$ cat config.mk
export PLATFORM = sky130hd
export DESIGN_NAME = fccc_lock_sequencer
export DESIGN_NICKNAME = d
export VERILOG_FILES = /design/src/rtl/fccc_seq_pkg.sv /design/src/rtl/fccc_lock_sync.sv /design/src/rtl/fccc_lock_sequencer.sv
export SDC_FILE = /design/constraint.sdc
export NUM_CORES = 1
export LEC_CHECK = 0
export BUFFER_PORTS_ARGS = -buffer_cell sky130_fd_sc_hd__buf_4
export CAP_MARGIN = 15
export CORE_ASPECT_RATIO = 0.7
export CORE_MARGIN = 1
export CORE_UTILIZATION = 50
export CTS_BUF_LIST = sky130_fd_sc_hd__clkbuf_4 sky130_fd_sc_hd__clkbuf_8
export CTS_CLUSTER_DIAMETER = 50
export CTS_CLUSTER_SIZE = 10
export DETAILED_ROUTE_END_ITERATION = 12
export MAX_ROUTING_LAYER = met4
export PLACE_DENSITY = 0.73
export SLEW_MARGIN = 20
export SYNTH_ARGS = -nofsm -noshare
export SYNTH_HDL_FRONTEND = slang
export SYNTH_HIERARCHICAL = 1
export SYNTH_SLANG_ARGS = --single-unit
$ cat constraint.sdc
create_clock -name PCLK -period 5.4 [get_ports PCLK]
set_input_delay 1.08 -clock PCLK [delete_from_list [all_inputs] [get_ports PCLK]]
set_output_delay 1.08 -clock PCLK [all_outputs]
set_load 0.05 [all_outputs]
$ cat src/rtl/fccc_seq_pkg.sv
// rtl/fccc_seq_pkg.sv - shared state encoding and width helper for the CCC lock sequencer
package fccc_seq_pkg;

  localparam int MAX_CH = 8;

  typedef enum logic [1:0] {
    ST_WAIT_LOCK = 2'b00,
    ST_FILTER    = 2'b01,
    ST_RELEASE   = 2'b10,
    ST_RUN       = 2'b11
  } seq_state_e;

  // Bits needed for a counter running 0..n-1, never narrower than one bit.
  function automatic int cnt_width(input int n);
    return (n > 1) ? $clog2(n) : 1;
  endfunction

endpackage

$ cat src/rtl/fccc_lock_sync.sv
// rtl/fccc_lock_sync.sv - multi-bit, multi-stage synchroniser for raw CCC LOCK signals
module fccc_lock_sync #(
  parameter int W      = 2,
  parameter int STAGES = 2
) (
  input  logic         clk_i,
  input  logic         rst_ni,
  input  logic [W-1:0] async_i,
  output logic [W-1:0] sync_o
);

  logic [STAGES-1:0][W-1:0] sync_q;

  always_ff @(posedge clk_i or negedge rst_ni) begin
    if (!rst_ni) begin
      sync_q <= '0;
    end else begin
      sync_q <= {sync_q[STAGES-2:0], async_i};
    end
  end

  assign sync_o = sync_q[STAGES-1];

endmodule

$ cat src/rtl/fccc_lock_sequencer.sv
// rtl/fccc_lock_sequencer.sv - lock filter and ordered per-channel reset release; FCCC_SEQ_LOSS_CNT_EN adds loss counters
module fccc_lock_sequencer
  import fccc_seq_pkg::*;
#(
  parameter int NUM_CH        = 2,
  parameter int FILTER_CYCLES = 1024,
  parameter int GAP_CYCLES    = 16,
  parameter int SYNC_STAGES   = 2,
  parameter int CNT_W         = 8
) (
  input  logic                    PCLK,
  input  logic                    PRESET_N,
  input  logic [NUM_CH-1:0]       LOCK_IN,
  input  logic                    FORCE_RST,
  input  logic                    LOSS_CLR,
  output logic [NUM_CH-1:0]       CH_RST_N,
  output logic                    ALL_READY,
  output logic [1:0]              STATE,
  output logic [NUM_CH*CNT_W-1:0] LOSS_CNT
);

  localparam int FW = cnt_width(FILTER_CYCLES);
  localparam int GW = cnt_width(GAP_CYCLES);
  localparam logic [FW-1:0] FILT_LAST = FW'(FILTER_CYCLES - 1);
  localparam logic [GW-1:0] GAP_LAST  = GW'(GAP_CYCLES - 1);

  logic [NUM_CH-1:0] lock_s;
  logic              all_lk;

  seq_state_e        state_q, state_d;
  logic [FW-1:0]     filt_q, filt_d;
  logic [GW-1:0]     gap_q, gap_d;
  logic [NUM_CH-1:0] rst_q, rst_d, rst_next;

  fccc_lock_sync #(
    .W      (NUM_CH),
    .STAGES (SYNC_STAGES)
  ) u_sync (
    .clk_i   (PCLK),
    .rst_ni  (PRESET_N),
    .async_i (LOCK_IN),
    .sync_o  (lock_s)
  );

  assign all_lk   = &lock_s;
  // Channels are released strictly in order, so the next mask is a one-bit left fill.
  assign rst_next = (rst_q << 1) | NUM_CH'(1);

  always_comb begin
    state_d = state_q;
    filt_d  = filt_q;
    gap_d   = gap_q;
    rst_d   = rst_q;
    case (state_q)
      ST_WAIT_LOCK: begin
        rst_d = '0;
        if (all_lk) begin
          state_d = ST_FILTER;
          filt_d  = '0;
        end
      end
      ST_FILTER: begin
        filt_d = filt_q + 1'b1;
        if (filt_q == FILT_LAST) begin
          rst_d   = NUM_CH'(1);
          gap_d   = '0;
          state_d = (NUM_CH > 1) ? ST_RELEASE : ST_RUN;
        end
      end
      ST_RELEASE: begin
        gap_d = gap_q + 1'b1;
        if (gap_q == GAP_LAST) begin
          gap_d = '0;
          rst_d = rst_next;
          if (rst_next[NUM_CH-1]) state_d = ST_RUN;
        end
      end
      ST_RUN: rst_d = '1;
      default: begin
        state_d = ST_WAIT_LOCK;
        rst_d   = '0;
      end
    endcase
    // Any lock drop or forced restart outside WAIT_LOCK pulls every reset at once.
    if (state_q != ST_WAIT_LOCK && (!all_lk || FORCE_RST)) begin
      state_d = ST_WAIT_LOCK;
      rst_d   = '0;
    end
  end

  always_ff @(posedge PCLK or negedge PRESET_N) begin
    if (!PRESET_N) begin
      state_q <= ST_WAIT_LOCK;
      filt_q  <= '0;
      gap_q   <= '0;
      rst_q   <= '0;
    end else begin
      state_q <= state_d;
      filt_q  <= filt_d;
      gap_q   <= gap_d;
      rst_q   <= rst_d;
    end
  end

  assign CH_RST_N  = rst_q;
  assign ALL_READY = (state_q == ST_RUN);
  assign STATE     = state_q;

`ifdef FCCC_SEQ_LOSS_CNT_EN
  logic [NUM_CH-1:0]            prev_q;
  logic [NUM_CH-1:0]            fall;
  logic [NUM_CH-1:0][CNT_W-1:0] loss_q, loss_d;

  assign fall = prev_q & ~lock_s;

  // A clear coinciding with a drop loads 1 so that drop is still counted.
  always_comb begin
    loss_d = loss_q;
    for (int i = 0; i < NUM_CH; i++) begin
      if (LOSS_CLR) begin
        loss_d[i] = fall[i] ? CNT_W'(1) : '0;
      end else if (fall[i] && (loss_q[i] != '1)) begin
        loss_d[i] = loss_q[i] + 1'b1;
      end
    end
  end

  always_ff @(posedge PCLK or negedge PRESET_N) begin
    if (!PRESET_N) begin
      prev_q <= '0;
      loss_q <= '0;
    end else begin
      prev_q <= lock_s;
      loss_q <= loss_d;
    end
  end

  assign LOSS_CNT = loss_q;
`else
  logic unused_loss_clr;
  assign unused_loss_clr = LOSS_CLR;
  assign LOSS_CNT        = '0;
`endif

endmodule

==> results of run 1 <==
registers in the layout (all words and copies together), names as in the netlist:
name	flops
u_sync/sync_o	2
STATE	2
CH_RST_N	2
u_sync/sync_q	2
gap_q	4
filt_q	10
power by group through the flow:
stage	registers (mW)	clock network (mW)	logic, mW
3_5_place_dp	0.242	0	0.317
4_1_cts	0.239	0.122	0.319
2_1_floorplan	0.261	0	0.238
3_3_place_gp	0.240	0	0.307
5_1_grt	0.246	0.127	0.350
6_report	0.238	0.119	0.316
cell type report:
class	count	area, µm²	area share (%)
well taps	34	42.54	2.916
clock buffers	4	55.05	3.774
repair buffers	9	67.56	4.631
flip-flops and latches	22	550.5	37.74
inverters	8	30.03	2.058
multi-input cells	112	713.2	48.89
worst max-delay path by stage:
stage	start	cells past startpoint	end
final	STATE[1]	2	ALL_READY
after global routing	STATE[1]	2	ALL_READY
after CTS	STATE[1]	2	ALL_READY
after detailed placement	STATE[1]	6	filt_q[6]
after global placement	STATE[1]	6	filt_q[6]
after floorplan	STATE[1]	1	ALL_READY
worst reg2reg max path, cell delays in order, from the launching register on:
cell and delay (ps):
sky130_fd_sc_hd__dfrtp_1 450, sky130_fd_sc_hd__inv_1 110, sky130_fd_sc_hd__ha_1 450, sky130_fd_sc_hd__and2b_1 260, sky130_fd_sc_hd__o2111ai_2 190, sky130_fd_sc_hd__or3_1 390, sky130_fd_sc_hd__a21oi_1 140
metrics by stage:
step                      setup slack (ps)  area [µm²]  hold WS, ps  std cells
after floorplan                       3064        1444        331.2        163
after global placement                3421        1404        336.7        185
after detailed placement              3360        1404        346.6        185
after CTS                             3184        1459        364.4        189
after global routing                  3113        1459        368.3        189
final                                 3196        1459        362.1        189
layout by cell type (no fill, tap or decap), drive strengths merged, types with 3 or more instances in the layout:
| cell type | netlist | layout |
|---|---|---|
| o21ai | 12 | 12 |
| or3 | 3 | 3 |
| nand4 | 3 | 3 |
| dfrtp | 22 | 22 |
| xnor2 | 4 | 4 |
| nand3 | 4 | 4 |
| buf | 21 | 9 |
| ha | 6 | 6 |
| nand2 | 12 | 12 |
| nor2 | 10 | 10 |
| inv | 8 | 8 |
| a21oi | 7 | 7 |
| nand2b | 5 | 5 |
| clkbuf | 0 | 4 |
| conb | 1 | 16 |
cells by family after synthesis:
kind of cell / synth area share, %
xor+xnor: 2.525
compound gates: 18.85
other cells: 0.2703
flops: 39.68
simple gates: 18.85
mux: 1.443
fa+ha+maj: 5.410
buf+inv: 12.98
metal layers:
metal  vias to the layer above  share of wire [%]  GRT usage [%]
li1                        508                  -              -
met1                       499                 48          23.36
met2                        27                 46          33.13
met3                         5                4.0          5.941
met4                         0                1.2          8.000
met5                         -                  0              -
==> summary.md, run 1 <==
| Metric | Value |
|---|---|
| Outcome | completed |
| Via count of the first global-routing pass | 965 |
| Synthesis Warnings | 6 |
| Element type at the critical path start | flop |
| Clock-pin slew of the registers on the worst-case setup and hold paths | 80 ps |
| Critical path buffers and inverters | 1 |
| Number of buffers inserted by port buffering | 9 |
| Setup total negative slack | 0 ps |
| GP Congestion | 0.8417 |
| Proportion of power drawn by the clock network | 17.7% |
| Signed area change from the synthesized netlist to the final layout | 5.140% |
| Total power density per cell area | 461.7 nW/µm² |
| Count of inserted antenna diode cells | 0 |
| Setup slack of the most critical reg-to-reg path | 3350 ps |
| Clk root buf | sky130_fd_sc_hd__clkbuf_8 |
| Number of pins with negative max-slew slack in the final report | 0 |
| Top cell type's share of synthesized area | 39.68% |
| Register-to-Register Path Depth | 6 |
| Delay of the slowest critical-path stage | 450 ps |
| Post-synthesis async set-or-reset flop share | 100.0% |
| Synthesized netlist cell count | 148 |
| Max Cap Violations | 0 |
| Placeable core region | 2552 µm² |
| Clock net sink count | 22 |
| Number of H-tree levels | 1 |
| Final count of hold timing violations | 0 |
| Detailed Route WL | 2499 µm |
| Post-DRT Antenna Nets | 0 |
| Worst VDD drop | 0.3451 mV |
| Unrepaired setup endpoints after global routing | false |
| Setup fix buffers added after clock tree synthesis | 0 |
| Reported net switching power | 0.3026 mW |
| Final #Nets | 168 |
| List of most frequent post-synthesis cells | 22 x sky130_fd_sc_hd__dfrtp_1, 18 x sky130_fd_sc_hd__buf_4, 12 x sky130_fd_sc_hd__nand2_1, 10 x sky130_fd_sc_hd__nor2_1, 8 x sky130_fd_sc_hd__inv_1 |
| Crit. End Element | primary output |
| Classification of the worst-slack hold path | reg2reg |
| DRC violations left | 0 |
| PnR Total Power | 0.6736 mW |
| Crit path max fanout | 7 |
| Per-instance average area after synthesis | 9.376 µm² |
| Top-count cell post-synth | sky130_fd_sc_hd__dfrtp_1 |
| Total congestion overflow after global routing | 0 |
| Dominant register cell in the synthesized netlist | sky130_fd_sc_hd__dfrtp_1 |
| Number of CTS-inserted buffers | 3 |
| Syn Std Cell Area | 1388 µm² |
| Most area-consuming cells after synthesis | sky130_fd_sc_hd__dfrtp_1 40%, sky130_fd_sc_hd__buf_4 9.7%, sky130_fd_sc_hd__ha_1 5.4% |
| HPWL after DPL | 1898 µm |
| Unique masters post-synth | 41 |
| Total GRT Usage | 20.05% |
| Final-report setup violation count | 0 |
| Fraction of layout instances using a drive strength above 1 | 11.61% |
| Sequential element share of the synthesized area | 39.68% |
| CTS hold repair buffers | 0 |
| Dominant cell type by area after synthesis | sky130_fd_sc_hd__dfrtp_1 |
| Number of core rows | 15 |
| Startpoint of the worst register-to-register path | STATE[1] |
| Crit Path Class | reg2out |
| Synthesized flop and latch total | 22 |
| Length of the first detailed-routing pass in iterations | 4 |
| Post-synth EDFFs | 0 |
| Vias/cell | 5.497 |
| Worst endpoint required time | 4320 ps |
| Share of the clock period used by the worst path after layout | 40.82% |
| Hold Crit Start | u_sync/sync_q[0] |
| Buffer depth of the longest clock path | 2 |
| Cell Chain, Critical Path | ha_1 -> buf_4 |
| Final min period | 2204 ps |
| Clock skew after layout | 1.251 ps |
| CP arrival | 1120 ps |
| Initial antenna violation count | 0 |
| Average detailed-routed wire length per instance | 13.22 µm |
| Largest net degree at the start of global routing | 23 |
| Comb pwr share | 46.9% |
| Number of instances on the worst hold path | 0 |
| Static leakage power | 0.6400 nW |
| Share of the core filled with cells in the final layout | 57.16% |
| Internal power contribution | 0.3710 mW |
| Max frequency | 0.4536 GHz |
| First-pass GRT wire length | 4174 µm |
| Chip Width | 64.97 µm |
| Starting Density | 54.36% |
| Boundary pin count | 27 |
| Number of gates given a new drive strength after cts | 0 |
| Hold worst-path end | u_sync/sync_o[0] |
| Clock tree from TritonCTS | done |
| Overall die area | 2993 µm² |
| Number of filler cells placed in the layout | 236 |
| Vias after detailed routing | 1039 |
| DIE HEIGHT | 46.08 µm |
| Critical path's slowest cell | sky130_fd_sc_hd__dfrtp_1 |
| Reg-to-reg critical path endpoint | filt_q[6] |
| Clock Latency Late Sink | 260 ps |
| Part of the total power dissipated in sequential elements | 35.4% |
| Critical path's top delay family | flip-flops |
| Starting DRT DRC Count | 35 |
| Sw frac | 44.92% |
(Power assumes the default switching activity.)
==> inputs of run 2 (changes only) <==
- PLACE_DENSITY: 0.73 -> 0.76
- clock period: 5.4 -> 1.8 ns (I/O delays scaled with it)
==> run 2 against run 1 <==
- utilization up 5.2 points
- power increased to 3.4 times the previous value
- combinational power rose to 3.8 times the previous value
- first-iteration DRC count up 49%
- clock power rose to 2.9 times the previous value
- die area stayed put
- setup slack lost 3100 ps
- non-clock buffer count increased by 12
- sequential share of layout area is 3.0 points lower
==> summary.md, run 2 (synthesis gave the netlist of run 1 again) <==
| Metric | Value |
|---|---|
| Boundary pin count | 27 |
| Static leakage power | 0.6930 nW |
| Number of H-tree levels | 1 |
| Comb pwr share | 53.3% |
| Clock-pin slew of the registers on the worst-case setup and hold paths | 80 ps |
| Total power density per cell area | 1423 nW/µm² |
| Classification of the worst-slack hold path | in2reg |
| Final min period | 1699 ps |
| Initial antenna violation count | 0 |
| Clock Latency Late Sink | 260 ps |
| Placed instance count | 195 |
| Max Cap Violations | 0 |
| DP Area | 1484 µm² |
| PnR Total Power | 2.264 mW |
| Register ranked first by flip-flop count | filt_q |
| Max frequency | 0.5885 GHz |
| Vias/cell | 5.552 |
| Commonest cells after routing, fill and taps aside | 20 x sky130_fd_sc_hd__dfrtp_1, 20 x sky130_fd_sc_hd__buf_4, 16 x sky130_fd_sc_hd__conb_1 |
| Clock skew after layout | 5.997 ps |
| Number of filler cells placed in the layout | 224 |
| Crit. End Element | flop |
| Internal power contribution | 1.285 mW |
| Crit path max fanout | 6 |
| Post-DRT Antenna Nets | 0 |
| Via count of the first global-routing pass | 1002 |
| Total GRT Usage | 21.50% |
| Final #Nets | 180 |
| Signed area change from the synthesized netlist to the final layout | 14.70% |
| Starting Density | 54.36% |
| Placeable core region | 2552 µm² |
| Count of inserted antenna diode cells | 0 |
| First-pass GRT wire length | 4588 µm |
| Proportion of power drawn by the clock network | 15.2% |
| Largest net degree at the start of global routing | 23 |
| HPWL after DPL | 2138 µm |
| Overall die area | 2993 µm² |
| Total congestion overflow after global routing | 0 |
| Final worst-path setup slack | 100.9 ps |
| Fraction of layout instances using a drive strength above 1 | 22.16% |
| Number of pins with negative max-slew slack in the final report | 0 |
| Clk root buf | sky130_fd_sc_hd__clkbuf_8 |
| CP arrival | 1890 ps |
| Starting DRT DRC Count | 52 |
| Number of buffers inserted by port buffering | 9 |
| Share of the clock period used by the worst path after layout | 94.39% |
| Chip Width | 64.97 µm |
| Outcome | completed |
| Worst VDD drop | 0.9669 mV |
| Detailed Route WL | 2810 µm |
| Worst endpoint required time | 1990 ps |
| Number of CTS-inserted buffers | 3 |
| DRC violations left | 0 |
| Crit Path Class | reg2reg |
| Clock tree from TritonCTS | done |
| Clock net sink count | 22 |
| Part of the total power dissipated in sequential elements | 31.5% |
| GP Congestion | 0.9191 |
| Largest registers | filt_q: 10 flops, gap_q: 4 flops |
| Vias after detailed routing | 1116 |
| Final count of hold timing violations | 0 |
| Tightest hold margin | 210.8 ps |
| Buffer depth of the longest clock path | 2 |
| Post-layout instance count excluding filler cells | 201 |
| DIE HEIGHT | 46.08 µm |
| Worst slack, placed | 26.76 ps |
| Sw frac | 43.24% |
| Element type at the critical path start | flop |
| Number of flip-flops in the largest register | 10 |
| Non-Filler Cell Area, Final | 1592 µm² |
| Reported net switching power | 0.9791 mW |
| Number of core rows | 15 |
| Length of the first detailed-routing pass in iterations | 6 |
| Average detailed-routed wire length per instance | 13.98 µm |
| Final-report setup violation count | 0 |
-- run 2: cell count changes in the layout (fill, tap and decap cells not counted), moves of 2 or more --
cell | previous run | this run
sky130_fd_sc_hd__buf_4 | 9 | 20
sky130_fd_sc_hd__ha_1 | 6 | 3
sky130_fd_sc_hd__dfrtp_1 | 22 | 20
sky130_fd_sc_hd__dfrtp_2 | 0 | 2
sky130_fd_sc_hd__ha_4 | 0 | 2
sky130_fd_sc_hd__inv_1 | 8 | 6
sky130_fd_sc_hd__inv_2 | 0 | 2
-- run 2: final timing paths --
path,endpoint,cells after the start,from,slack [ps]
worst min-delay path,u_sync/sync_q[0],1,LOCK_IN[0],210
worst max register to register,gap_q[3],5,filt_q[1],100
max in group asynchronous,STATE[1],2,PRESET_N,1060
worst max-delay path,gap_q[3],5,filt_q[1],100
worst min register to register,u_sync/sync_o[1],0,u_sync/sync_q[1],360
min in group asynchronous,filt_q[8],2,PRESET_N,510
-- run 2: critical path, stage by stage (launching register included) --
cell                      delay (ps)
sky130_fd_sc_hd__dfrtp_1         430
sky130_fd_sc_hd__ha_4            190
sky130_fd_sc_hd__and4_4          260
sky130_fd_sc_hd__a41oi_4         160
sky130_fd_sc_hd__or4_1           500
sky130_fd_sc_hd__o21ai_1          90
-- run 2: power groups by stage --
stage               clock [mW]  combinational [mW]  sequential [mW]
floorplan                    0               0.742            0.791
CTS                      0.354                1.12            0.703
detailed placement           0                1.12            0.710
finish                   0.345                1.21            0.713
global placement             0                1.07            0.702
global route             0.375                1.33            0.725
-- run 2: cell type report --
| class | instances | area (µm²) | share of cell area, % |
|---|---|---|---|
| Tap cell | 34 | 42.54 | 2.673 |
| Clock buffer | 4 | 55.05 | 3.459 |
| Sequential cell | 22 | 553.0 | 34.75 |
| Timing Repair Buffer | 21 | 160.2 | 10.06 |
| Multi-Input combinational cell | 112 | 750.7 | 47.17 |
| Inverter | 8 | 30.03 | 1.887 |
-- run 2: per-stage QoR --
step	setup TNS (ps)	utilization, %
5_1_grt	-1.720	62.35
2_1_floorplan	-60.02	-
4_1_cts	0	60.69
3_5_place_dp	0	58.14
6_report	0	62.35
3_3_place_gp	0	58.14
-- run 2: per-layer routing --
layer	up-vias	global-route usage, %	routed length (µm)
met2	37	35.42	1344
met5	-	-	0
li1	531	-	-
met1	546	27.50	1314
met4	0	4.000	10
met3	2	5.198	140
-- run 2: timing repair --
| action | in CTS | in global routing |
|---|---|---|
| endpoints found under the setup margin | 1 | 5 |
| hold buffers | 1 | 0 |
| gates resized for setup | 0 | 6 |
| setup buffers | 0 | 1 |
| hold endpoints to repair | 22 | 0 |
| pin swaps | 1 | 0 |
==> inputs of run 3 (changes only) <==
- PLACE_DENSITY: 0.76 -> 0.77
- SYNTH_HIERARCHICAL: 1 -> default
==> run 3 against run 2 <==
- setup slack worse by 32 ps
- cell count is 1.0% lower
- via count shrank 4.3%
- utilization grew 1.9 points
- routed wire length is 8.3% lower
- final area unchanged
- first-iteration DRC count is 27% higher
- clock-buffer cell count unchanged
- non-clock buffer count grew 6
- critical path depth unchanged
- critical path type unchanged
- largest power group unchanged
- highest routed layer unchanged
==> summary.md, run 3 <==
| Metric | Value |
|---|---|
| Per-instance average area after synthesis | 9.520 µm² |
| Largest registers | filt_q: 10 flops, gap_q: 4 flops |
| Final-report setup violation count | 0 |
| Overall die area | 2840 µm² |
| Dominant cell type by area after synthesis | sky130_fd_sc_hd__dfrtp_1 |
| List of most frequent post-synthesis cells | 22 x sky130_fd_sc_hd__dfrtp_1, 16 x sky130_fd_sc_hd__buf_4, 14 x sky130_fd_sc_hd__nand2_1, 9 x sky130_fd_sc_hd__o21ai_0, 8 x sky130_fd_sc_hd__nor2_1 |
| Total congestion overflow after global routing | 0 |
| Final count of hold timing violations | 0 |
| Total GRT Usage | 20.45% |
| Dominant register cell in the synthesized netlist | sky130_fd_sc_hd__dfrtp_1 |
| Chip Width | 63.27 µm |
| Clock net sink count | 22 |
| Top-count cell post-synth | sky130_fd_sc_hd__dfrtp_1 |
| Setup total negative slack | 0 ps |
| Number of H-tree levels | 1 |
| Clock skew after layout | 5.574 ps |
| Commonest cells after routing, fill and taps aside | 26 x sky130_fd_sc_hd__buf_4, 20 x sky130_fd_sc_hd__dfrtp_1, 16 x sky130_fd_sc_hd__conb_1 |
| Starting Density | 53.03% |
| Number of buffers inserted by port buffering | 9 |
| Unique masters post-synth | 40 |
| Post-synthesis async set-or-reset flop share | 100.0% |
| Syn Std Cell Area | 1314 µm² |
| Final min period | 1732 ps |
| Placeable core region | 2477 µm² |
| Worst VDD drop | 0.8871 mV |
| Reg-to-reg critical path endpoint | STATE[0] |
| Placed instance count | 191 |
| Clock Latency Late Sink | 270 ps |
| Max Cap Violations | 0 |
| Classification of the worst-slack hold path | in2reg |
| Clk root buf | sky130_fd_sc_hd__clkbuf_8 |
| Number of pins with negative max-slew slack in the final report | 0 |
| Synthesis Warnings | 0 |
| Buffer depth of the longest clock path | 2 |
| Static leakage power | 0.7339 nW |
| Crit path max fanout | 6 |
| Fraction of met3 tracks used by global routing | 4.798% |
| Fraction of layout instances using a drive strength above 1 | 30.30% |
| GP Congestion | 0.9108 |
| Number of core rows | 15 |
| Clock-pin slew of the registers on the worst-case setup and hold paths | 80 ps |
| Share of the clock period used by the worst path after layout | 96.20% |
| Number of flip-flops in the largest register | 10 |
| Register ranked first by flip-flop count | filt_q |
| Post-synth EDFFs | 0 |
| Crit Path Class | reg2reg |
| Final #Nets | 178 |
| Total power density per cell area | 1519 nW/µm² |
| Met2 capacity usage during global routing | 34.84% |
| Detailed Route WL | 2577 µm |
| Count of inserted antenna diode cells | 0 |
| Clock tree from TritonCTS | done |
| HPWL after DPL | 1878 µm |
| Global Route met1 Usage | 23.83% |
| Sequential element share of the synthesized area | 41.90% |
| Final worst-path setup slack | 68.41 ps |
| Setup slack of the most critical reg-to-reg path | 70 ps |
| Outcome | completed |
| Share of the core filled with cells in the final layout | 64.24% |
| Mux contribution to synthesized area | 4.286% |
| Synth Area in Simple Gates | 18.76% |
| Worst endpoint required time | 1960 ps |
| Tightest hold margin | 195.8 ps |
| Most area-consuming cells after synthesis | sky130_fd_sc_hd__dfrtp_1 42%, sky130_fd_sc_hd__buf_4 9.1%, sky130_fd_sc_hd__ha_1 5.7% |
| DRC violations left | 0 |
| Synthesized netlist cell count | 138 |
| Post-DRT Antenna Nets | 0 |
| Largest net degree at the start of global routing | 23 |
| Most common cell after layout, fill and taps aside | sky130_fd_sc_hd__buf_4 |
| Adder and majority cell fraction of the synthesized area | 5.714% |
| Largest family of logic cells by synthesized area | simple AND/OR/NAND/NOR gates |
| Synth Area in Compound Gates | 14.95% |
| Vias/cell | 5.367 |
| Post-layout instance count excluding filler cells | 199 |
| Crit. End Element | flop |
| Element type at the critical path start | flop |
| Boundary pin count | 27 |
| Max frequency | 0.5775 GHz |
| Initial antenna violation count | 0 |
| Startpoint of the worst register-to-register path | filt_q[3] |
| Starting DRT DRC Count | 66 |
| DIE HEIGHT | 44.89 µm |
| Fraction of synthesized cell area in xor and xnor cells | 2.000% |
| CP Capture Point | STATE[0] |
| Top cell type's share of synthesized area | 41.90% |
| Length of the first detailed-routing pass in iterations | 4 |
| First-pass GRT wire length | 4181 µm |
| Number of CTS-inserted buffers | 3 |
| Vias after detailed routing | 1068 |
| Register-to-Register Path Depth | 5 |
| GRT busiest layer | met2 |
| Worst slack, placed | 16.18 ps |
| Via count of the first global-routing pass | 973 |
| Critical Path Source | filt_q[3] |
| Average detailed-routed wire length per instance | 12.95 µm |
| CP arrival | 1890 ps |
| Signed area change from the synthesized netlist to the final layout | 21.14% |
| Synthesized flop and latch total | 22 |
-- run 3: cell types whose count changed after synthesis, sizes merged, moves of 2 or more --
cell / change
nor4: +2
or3: -3
buf: -4
nand2: +2
clkbuf: +2
nor2: -2
o21ai: -2
nand3: +4
a211oi: -2
mux2: +2
nand2b: -5
nor3: +3
a2111oi: -2
-- run 3: critical path, stage by stage (launching register included) --
cell                      delay [ps]
sky130_fd_sc_hd__dfrtp_1         430
sky130_fd_sc_hd__nand3_2         130
sky130_fd_sc_hd__nor4_4          420
sky130_fd_sc_hd__o21ai_4         120
sky130_fd_sc_hd__a211o_1         280
sky130_fd_sc_hd__a32o_1          240
-- run 3: worst min path at each step --
stage	depth (start not counted)	slack (ps)	start	end
4_1_cts	1	200	LOCK_IN[0]	u_sync.sync_q[0]
3_3_place_gp	1	260	PRESET_N	gap_q[0]
5_1_grt	1	180	LOCK_IN[1]	u_sync.sync_q[1]
2_1_floorplan	0	60	PRESET_N	CH_RST_N[0]
6_report	1	200	LOCK_IN[1]	u_sync.sync_q[1]
3_5_place_dp	1	260	PRESET_N	gap_q[3]
-- run 3: metal layers --
metal / vias to the layer above / part of all wire [%] / routed length [µm]
met2: 33 / 50 / 1301
met5: - / 0 / 0
li1: 507 / - / -
met3: 4 / 4.2 / 108
met1: 524 / 44 / 1126
met4: 0 / 1.6 / 40
-- run 3: final cells by class --
| class | count | area (µm²) |
|---|---|---|
| clock buffer | 4 | 55.05 |
| fill | 204 | 885.9 |
| sequential | 22 | 553.0 |
| inverter | 7 | 26.28 |
| timing repair buffer | 27 | 205.2 |
| tap | 34 | 42.54 |
| multi-input combinational | 105 | 709.4 |
-- run 3: logic make-up (layout without fill, tap and decap cells) --
logic type	after synthesis	count (layout)
adder cells (fa/ha/maj)	6	6
flip-flops	22	22
AND/OR/NAND/NOR	46	46
multiplexers	5	5
XOR/XNOR	3	3
AO/OA/AOI/OAI	29	29
other	1	16
buffers and inverters	26	38
-- run 3: report_power, final --
| group | internal [mW] | switching [mW] | leakage, nW |
|---|---|---|---|
| Sequential | 0.573 | 0.0621 | 0.289 |
| Combinational | 0.603 | 0.820 | 0.416 |
| Clock | 0.195 | 0.164 | 0.0288 |
-- run 3: what timing repair did --
| action | 4_1_cts | 5_1_grt |
|---|---|---|
| hold endpoints to repair | 22 | 0 |
| setup buffers | 0 | 3 |
| hold buffers | 1 | 0 |
| pin swaps | 1 | 2 |
| setup endpoints to repair | 1 | 7 |
| resized for setup | 0 | 4 |
-- run 3: metrics by stage --
stage	total power, mW	instance area (µm²)
floorplan	1.555	1406
global placement	1.898	1476
detailed placement	1.941	1476
CTS	2.305	1541
global route	2.574	1592
finish	2.418	1592
